<file path="src/rtl/reg_file_mp_pkg.sv">
// reg_file_pkg: default geometry of the multi-port register file and the
// normalised per-port write request shared by the data array and bypass path.
package reg_file_pkg;

    localparam int DEF_DATA_W   = 32;
    localparam int DEF_NUM_REGS = 32;
    localparam int DEF_NUM_RD   = 2;
    localparam int DEF_NUM_WR   = 1;
    localparam int DEF_ZERO_REG = 1;

    // Request fields are sized for the widest supported configuration;
    // narrower instances zero-extend into them.
    localparam int REQ_ADDR_W = 16;
    localparam int REQ_DATA_W = 64;

    typedef struct packed {
        logic                  en;
        logic [REQ_ADDR_W-1:0] addr;
        logic [REQ_DATA_W-1:0] data;
    } wr_req_t;

    function automatic logic req_hits(wr_req_t req, logic [REQ_ADDR_W-1:0] addr);
        return req.en && (req.addr == addr);
    endfunction

endpackage

</file>
<file path="src/rtl/reg_file_mp_if.sv">
// reg_file_mp_if: read, write and issue signals of the register file.
// The master side drives addresses/strobes; the slave side returns data/status.
interface reg_file_mp_if
    import reg_file_pkg::*;
#(
    parameter int DATA_W   = DEF_DATA_W,
    parameter int NUM_REGS = DEF_NUM_REGS,
    parameter int NUM_RD   = DEF_NUM_RD,
    parameter int NUM_WR   = DEF_NUM_WR
);
    localparam int ADDR_W = $clog2(NUM_REGS);

    logic [NUM_RD-1:0][ADDR_W-1:0] rd_addr;
    logic [NUM_RD-1:0][DATA_W-1:0] rd_data;
    logic [NUM_RD-1:0]             rd_busy;
    logic [NUM_WR-1:0]             wr_en;
    logic [NUM_WR-1:0][ADDR_W-1:0] wr_addr;
    logic [NUM_WR-1:0][DATA_W-1:0] wr_data;
    logic                          iss_en;
    logic [ADDR_W-1:0]             iss_addr;
    logic [ADDR_W:0]               busy_cnt;

    modport master (
        output rd_addr, wr_en, wr_addr, wr_data, iss_en, iss_addr,
        input  rd_data, rd_busy, busy_cnt
    );

    modport slave (
        input  rd_addr, wr_en, wr_addr, wr_data, iss_en, iss_addr,
        output rd_data, rd_busy, busy_cnt
    );

endinterface

</file>
<file path="src/rtl/reg_file_mp_sb.sv">
// reg_file_sb: per-register pending bits set by issue and cleared by write,
// plus a registered population count of the pending set.
module reg_file_sb #(
    parameter int NUM_REGS = 32,
    parameter int NUM_WR   = 1,
    parameter int ZERO_REG = 1,
    parameter int ADDR_W   = $clog2(NUM_REGS)
) (
    input  logic                          clk,
    input  logic                          reset,
    input  logic [NUM_WR-1:0]             wr_en,
    input  logic [NUM_WR-1:0][ADDR_W-1:0] wr_addr,
    input  logic                          iss_en,
    input  logic [ADDR_W-1:0]             iss_addr,
    output logic [NUM_REGS-1:0]           pending,
    output logic [ADDR_W:0]               busy_cnt
);

    logic [NUM_REGS-1:0] pend_next;
    logic [ADDR_W:0]     busy_cnt_reg;
    logic [ADDR_W:0]     busy_cnt_next;

    for (genvar gi = 0; gi < NUM_REGS; gi++) begin : g_bit
        if (ZERO_REG != 0 && gi == 0) begin : g_zero
            assign pend_next[gi] = 1'b0;
            assign pending[gi]   = 1'b0;
        end else begin : g_pend
            logic pend_reg;
            logic clr;
            logic set;

            always_comb begin
                clr = 1'b0;
                for (int p = 0; p < NUM_WR; p++) begin
                    if (wr_en[p] && wr_addr[p] == ADDR_W'(gi)) begin
                        clr = 1'b1;
                    end
                end
                set = iss_en && (iss_addr == ADDR_W'(gi));
            end

            // A same-cycle issue outranks the write that would retire the bit.
            assign pend_next[gi] = set | (pend_reg & ~clr);

            always_ff @(posedge clk or posedge reset) begin
                if (reset) begin
                    pend_reg <= 1'b0;
                end else begin
                    pend_reg <= pend_next[gi];
                end
            end

            assign pending[gi] = pend_reg;
        end
    end

    always_comb begin
        busy_cnt_next = '0;
        for (int k = 0; k < NUM_REGS; k++) begin
            busy_cnt_next = busy_cnt_next + (ADDR_W+1)'(pend_next[k]);
        end
    end

    always_ff @(posedge clk or posedge reset) begin
        if (reset) begin
            busy_cnt_reg <= '0;
        end else begin
            busy_cnt_reg <= busy_cnt_next;
        end
    end

    assign busy_cnt = busy_cnt_reg;

endmodule

</file>
<file path="src/rtl/reg_file_mp.sv">
// reg_file_mp: multi-port register file with an issue/write pending scoreboard.
// Define REG_FILE_MP_BYPASS_EN to forward same-cycle writes to the read ports.
module reg_file_mp
    import reg_file_pkg::*;
#(
    parameter int DATA_W   = DEF_DATA_W,
    parameter int NUM_REGS = DEF_NUM_REGS,
    parameter int NUM_RD   = DEF_NUM_RD,
    parameter int NUM_WR   = DEF_NUM_WR,
    parameter int ZERO_REG = DEF_ZERO_REG
) (
    input  logic         clk,
    input  logic         reset,
    reg_file_mp_if.slave bus
);

    localparam int ADDR_W = $clog2(NUM_REGS);

    wr_req_t             wr_req [NUM_WR];
    logic [DATA_W-1:0]   reg_q  [NUM_REGS];
    logic [NUM_REGS-1:0] pending;
    logic [ADDR_W:0]     busy_cnt;
    logic [NUM_WR-1:0]   unused_req;

    // Effective requests: writes to the hardwired zero register and anything
    // presented while reset is held never take effect, even through bypass.
    always_comb begin
        for (int p = 0; p < NUM_WR; p++) begin
            wr_req[p].addr = REQ_ADDR_W'(bus.wr_addr[p]);
            wr_req[p].data = REQ_DATA_W'(bus.wr_data[p]);
            wr_req[p].en   = bus.wr_en[p] && !reset &&
                             !(ZERO_REG != 0 && bus.wr_addr[p] == '0);
        end
    end

    for (genvar gi = 0; gi < NUM_WR; gi++) begin : g_req_sink
        assign unused_req[gi] = ^wr_req[gi];
    end

    for (genvar gi = 0; gi < NUM_REGS; gi++) begin : g_reg
        if (ZERO_REG != 0 && gi == 0) begin : g_zero
            assign reg_q[gi] = '0;
        end else begin : g_store
            logic [DATA_W-1:0] data_reg;
            logic [DATA_W-1:0] data_next;

            // Ports are scanned in ascending order so the highest port wins.
            always_comb begin
                data_next = data_reg;
                for (int p = 0; p < NUM_WR; p++) begin
                    if (req_hits(wr_req[p], REQ_ADDR_W'(gi))) begin
                        data_next = wr_req[p].data[DATA_W-1:0];
                    end
                end
            end

            always_ff @(posedge clk or posedge reset) begin
                if (reset) begin
                    data_reg <= '0;
                end else begin
                    data_reg <= data_next;
                end
            end

            assign reg_q[gi] = data_reg;
        end
    end

    reg_file_sb #(
        .NUM_REGS (NUM_REGS),
        .NUM_WR   (NUM_WR),
        .ZERO_REG (ZERO_REG),
        .ADDR_W   (ADDR_W)
    ) u_sb (
        .clk      (clk),
        .reset    (reset),
        .wr_en    (bus.wr_en),
        .wr_addr  (bus.wr_addr),
        .iss_en   (bus.iss_en),
        .iss_addr (bus.iss_addr),
        .pending  (pending),
        .busy_cnt (busy_cnt)
    );

    assign bus.busy_cnt = busy_cnt;

    for (genvar gi = 0; gi < NUM_RD; gi++) begin : g_rd
        logic [ADDR_W-1:0] ra;
        logic [DATA_W-1:0] rd_data_next;
        logic              rd_busy_next;

        assign ra = bus.rd_addr[gi];

        always_comb begin
            rd_data_next = reg_q[ra];
            rd_busy_next = pending[ra];
`ifdef REG_FILE_MP_BYPASS_EN
            for (int p = 0; p < NUM_WR; p++) begin
                if (req_hits(wr_req[p], REQ_ADDR_W'(ra))) begin
                    rd_data_next = wr_req[p].data[DATA_W-1:0];
                    if (!(bus.iss_en && bus.iss_addr == ra)) begin
                        rd_busy_next = 1'b0;
                    end
                end
            end
`endif
            if (ZERO_REG != 0 && ra == '0) begin
                rd_data_next = '0;
            end
        end

        assign bus.rd_data[gi] = rd_data_next;
        assign bus.rd_busy[gi] = rd_busy_next;
    end

endmodule

</file>
<file path="src/flat_wrapper.sv">
// flat-port wrapper written by rule: the top's interface ports become plain ports
module reg_file_mp_flat import reg_file_pkg::*;
#(
    parameter int DATA_W   = DEF_DATA_W,
    parameter int NUM_REGS = DEF_NUM_REGS,
    parameter int NUM_RD   = DEF_NUM_RD,
    parameter int NUM_WR   = DEF_NUM_WR,
    parameter int ZERO_REG = DEF_ZERO_REG
)
  (clk, reset, bus_rd_addr, bus_wr_en, bus_wr_addr, bus_wr_data, bus_iss_en, bus_iss_addr, bus_rd_data, bus_rd_busy, bus_busy_cnt);
  reg_file_mp_if #(.DATA_W(DATA_W), .NUM_REGS(NUM_REGS), .NUM_RD(NUM_RD), .NUM_WR(NUM_WR)) bus_i ();
  input  logic clk;
  input  logic reset;
  input wire logic [$bits(bus_i.rd_addr)-1:0] bus_rd_addr;
  input wire logic [$bits(bus_i.wr_en)-1:0] bus_wr_en;
  input wire logic [$bits(bus_i.wr_addr)-1:0] bus_wr_addr;
  input wire logic [$bits(bus_i.wr_data)-1:0] bus_wr_data;
  input wire logic [$bits(bus_i.iss_en)-1:0] bus_iss_en;
  input wire logic [$bits(bus_i.iss_addr)-1:0] bus_iss_addr;
  output wire logic [$bits(bus_i.rd_data)-1:0] bus_rd_data;
  output wire logic [$bits(bus_i.rd_busy)-1:0] bus_rd_busy;
  output wire logic [$bits(bus_i.busy_cnt)-1:0] bus_busy_cnt;
  assign bus_i.rd_addr = bus_rd_addr;
  assign bus_i.wr_en = bus_wr_en;
  assign bus_i.wr_addr = bus_wr_addr;
  assign bus_i.wr_data = bus_wr_data;
  assign bus_i.iss_en = bus_iss_en;
  assign bus_i.iss_addr = bus_iss_addr;
  assign bus_rd_data = bus_i.rd_data;
  assign bus_rd_busy = bus_i.rd_busy;
  assign bus_busy_cnt = bus_i.busy_cnt;
  reg_file_mp #(.DATA_W(DATA_W), .NUM_REGS(NUM_REGS), .NUM_RD(NUM_RD), .NUM_WR(NUM_WR), .ZERO_REG(ZERO_REG)) u_core (.clk(clk), .reset(reset), .bus(bus_i));
endmodule
</file>
<file path="config.mk">
export PLATFORM = sky130hd
export DESIGN_NAME = reg_file_mp_flat
export DESIGN_NICKNAME = d
export VERILOG_FILES = /design/src/rtl/reg_file_mp_pkg.sv /design/src/rtl/reg_file_mp_if.sv /design/src/rtl/reg_file_mp_sb.sv /design/src/rtl/reg_file_mp.sv /design/src/flat_wrapper.sv
export SDC_FILE = /design/constraint.sdc
export NUM_CORES = 2
export LEC_CHECK = 0
export CAP_MARGIN = 10
export CELL_PAD_IN_SITES_DETAIL_PLACEMENT = 1
export CELL_PAD_IN_SITES_GLOBAL_PLACEMENT = 2
export CORE_ASPECT_RATIO = 0.9
export CORE_UTILIZATION = 41
export DETAILED_ROUTE_END_ITERATION = 10
export GPL_ROUTABILITY_DRIVEN = 1
export PLACE_DENSITY = 0.75
export SYNTH_ARGS = -nofsm -noshare
export SYNTH_HDL_FRONTEND = slang
export SYNTH_SLANG_ARGS = --single-unit
</file>
<file path="constraint.sdc">
create_clock -name clk -period 37.2 [get_ports clk]
set_clock_uncertainty 0.15 [all_clocks]
set_input_delay 7.44 -clock clk [delete_from_list [all_inputs] [get_ports clk]]
set_output_delay 7.44 -clock clk [all_outputs]
set_load 0.02 [all_outputs]
</file>
==> metrics.txt <==
Worst Hold Margin roughly 360 ps; r2r endpoint u_core.u_sb.busy_cnt[4]$_DFF_PP0_; Final Hold Vio Count 0; r2r setup slk ~32000 ps; Root Driver clkbuf_16; max-cap violations 0; VDD IR max roughly 66 µV; Die Area between 100000 and 150000 µm²; syn avg cell area around 14 µm²; placeable core region 134000 µm²; fin util approximately 46%; final-layout fill cell count ~13000; Initial Util 41.5%; startpoint types input pin; depth of the CTS H-tree 3; fmax ~51 MHz; share of synthesized area occupied by flip-flops and latches a little under half; first-pass GRT wire length a little under 300 mm; CTS hold repair buffers 0; Setup Fix Bufs, Post-CTS 0; Synth area leader dfrtp_1; status completed; Ys Warns 0; dpl hpwl ~110 mm; Setup Viol. Count Final 0; clk sinks 1029; Worst EP arrival ~12000 ps; routability cong. 0.823; Placed Instances 5592; clock-pin slew on the worst setup and hold paths ~60 ps; period utilization approximately 53%; drt drc 0; Iteration-0 DRC Markers roughly 3200; initial antenna violation count 3; Skew-Pair Late Insertion Delay ~730 ps; min Tclk post-route slightly below 20000 ps; CTS tree done; flop and latch count out of synthesis roughly 1000; largest cells by area after synthesis dfrtp_1, mux2_2, mux4_2; ys async rst share 100%; CP endpoint bus_rd_data[27]; synth unique cells slightly above 50; Static Leak 27.9 nW; die width about 390 µm; top-area cell type share of the netlist area a little under half; Slew HR 17.5%; CP required about 30000 ps; Main synth FF type dfrtp_1; worst setup path category in -> out; final non-filler cell total 5804; Post-synth EDFFs 0; fin. max-slew vios 0; crit-path cells buf_8, buf_4, buf_12, buf_4, mux4_2, mux2_2, a221oi_1, nor3_1, clkdlybuf4s50_1; mapped cell area approximately 56000 µm²; first-pass detailed-route iteration total 5; share of cells above drive strength 1 41.5%; reg2reg path depth 18; count leader, synth mux2_2; Worst Max-Slew Pin Slew 1240 ps; RSZ-0062 raised after global routing no; Slowest-stage cell, CP buf_4; io pins ~130; post-cts resize count 0; setup TNS 0 ps; vias in the first global route a little under 40000; Layout Area Growth over Synthesis 11.4%; Cells after Synth roughly 4000; max reg flops roughly 990; clk buf depth 3; largest net degree at the start of global routing 163; Critical R2R Launch u_core.u_sb.g_bit[1].g_pend.pend_reg$_DFF_PP0_; max incr delay on CP just under 700 ps; Mapped Nets about 4000; total wire length 198 mm; total gr overflow 0; Via density about 6.5; Hold Crit Class reg -> reg; crit end category output port; routed len/inst between 30 and 40 µm; PwrDens 56.0 nW/µm²; Post-synth top cells mux2_2, dfrtp_1, mux2i_1; Post-DRT Antenna Nets 0; TritonCTS Buffers 115; port bufs 127; die height 351 µm; Rows 127; Layout Nets 3989; Total Routing Usage GR approximately 29%; crit-path max FO between 90 and 100; CP most frequent cell buf_4; routed via count about 38000; worst setup path startpoint bus_rd_addr[1]
## where the power goes
part,switching [mW],leakage (nW),internal (mW)
clock,0.489,1.87,0.669
sequential,0.121,13.7,1.28
combinational,0.447,12.4,0.455
total,1.06,27.9,2.41
## layout make-up
class,count,area (µm²),share of cell area (%)
Timing Repair Buffer,207,1940,3.13
Clock inverter,34,340,0.550
Clock buffer,177,3440,5.57
Multi-Input combinational cell,2522,28000,45.3
Sequential cell,1029,25700,41.6
Inverter,28,113,0.182
Antenna cell,1,2.50,0.00404
Tap cell,1806,2260,3.65
## placed cells by master, fill, tap and decap left out, types with 5 or more instances in the layout
| master | Yosys | layout |
|---|---|---|
| a21boi_0 | 5 | 5 |
| a21oi_1 | 20 | 20 |
| a221o_1 | 62 | 62 |
| a221oi_1 | 45 | 45 |
| a22o_1 | 16 | 16 |
| a22oi_1 | 71 | 71 |
| a31oi_1 | 13 | 13 |
| a32oi_1 | 12 | 12 |
| buf_4 | 55 | 76 |
| bufinv_16 | 0 | 5 |
| clkbuf_1 | 199 | 32 |
| clkbuf_16 | 0 | 118 |
| clkbuf_8 | 0 | 28 |
| clkdlybuf4s50_1 | 0 | 119 |
| clkinv_2 | 0 | 21 |
| dfrtp_1 | 1029 | 1029 |
| fa_1 | 23 | 23 |
| ha_1 | 7 | 7 |
| inv_1 | 28 | 26 |
| mux2_1 | 41 | 41 |
| mux2_2 | 1036 | 1036 |
| mux2i_1 | 331 | 331 |
| mux4_2 | 298 | 298 |
| nand2_1 | 54 | 38 |
| nand2_2 | 6 | 12 |
| nand2_4 | 0 | 10 |
| nand2b_1 | 11 | 10 |
| nand3_1 | 38 | 37 |
| nand4_1 | 37 | 37 |
| nor2_1 | 56 | 46 |
| nor2_4 | 0 | 8 |
| nor2b_1 | 18 | 9 |
| nor2b_4 | 0 | 5 |
| nor3_1 | 36 | 36 |
| o211ai_1 | 33 | 33 |
| o21a_1 | 15 | 15 |
| o21ai_0 | 63 | 63 |
| o22ai_1 | 137 | 137 |
| or2_2 | 6 | 6 |
## worst min-delay path by stage
| stage | from | slack [ps] | depth (start not counted) | endpoint |
|---|---|---|---|---|
| 2_1_floorplan | u_core.g_reg[22].g_store.data_reg[0]$_DFFE_PP0P_ | 330 | 1 | u_core.g_reg[22].g_store.data_reg[0]$_DFFE_PP0P_ |
| 3_3_place_gp | u_core.g_reg[15].g_store.data_reg[12]$_DFFE_PP0P_ | 340 | 1 | u_core.g_reg[15].g_store.data_reg[12]$_DFFE_PP0P_ |
| 3_5_place_dp | u_core.g_reg[22].g_store.data_reg[3]$_DFFE_PP0P_ | 350 | 1 | u_core.g_reg[22].g_store.data_reg[3]$_DFFE_PP0P_ |
| 4_1_cts | u_core.g_reg[15].g_store.data_reg[20]$_DFFE_PP0P_ | 360 | 1 | u_core.g_reg[15].g_store.data_reg[20]$_DFFE_PP0P_ |
| 5_1_grt | u_core.g_reg[15].g_store.data_reg[10]$_DFFE_PP0P_ | 380 | 1 | u_core.g_reg[15].g_store.data_reg[10]$_DFFE_PP0P_ |
| 6_report | u_core.g_reg[22].g_store.data_reg[3]$_DFFE_PP0P_ | 360 | 1 | u_core.g_reg[22].g_store.data_reg[3]$_DFFE_PP0P_ |
## worst max-delay path, delay by kind of cell
kind / cells / cell delay (ps)
AO/OA/AOI/OAI: 1 / 480
AND/OR/NAND/NOR: 1 / 190
multiplexers: 2 / 870
buffers and inverters: 5 / 2830
## cell families after synthesis
| kind of cell | after synthesis | synth area share (%) |
|---|---|---|
| XOR/XNOR | 3 | 0.0473 |
| AND/OR/NAND/NOR | 287 | 2.65 |
| buffers and inverters | 439 | 3.67 |
| adder cells (fa/ha/maj) | 30 | 0.986 |
| flip-flops | 1029 | 46.3 |
| multiplexers | 1706 | 39.9 |
| AO/OA/AOI/OAI | 496 | 6.44 |
## per-stage QoR
step | power (mW) | area [µm²] | worst slack (ps)
3_3_place_gp | 2.29 | 58100 | 17610
4_1_cts | 3.49 | 61900 | 17570
3_5_place_dp | 2.32 | 58100 | 17580
6_report | 3.46 | 61900 | 17640
2_1_floorplan | 2.06 | 55600 | 633
5_1_grt | 3.64 | 61900 | 17460
## routing by layer
layer | up-vias | global-route usage, % | wire length (µm)
met4 | 2 | 10.9 | 7940
met2 | 1377 | 46.2 | 93100
met1 | 20700 | 39.9 | 84800
met5 | - | 0 | 12
li1 | 15200 | - | -
met3 | 390 | 5.24 | 12400
(Power assumes the default switching activity.)
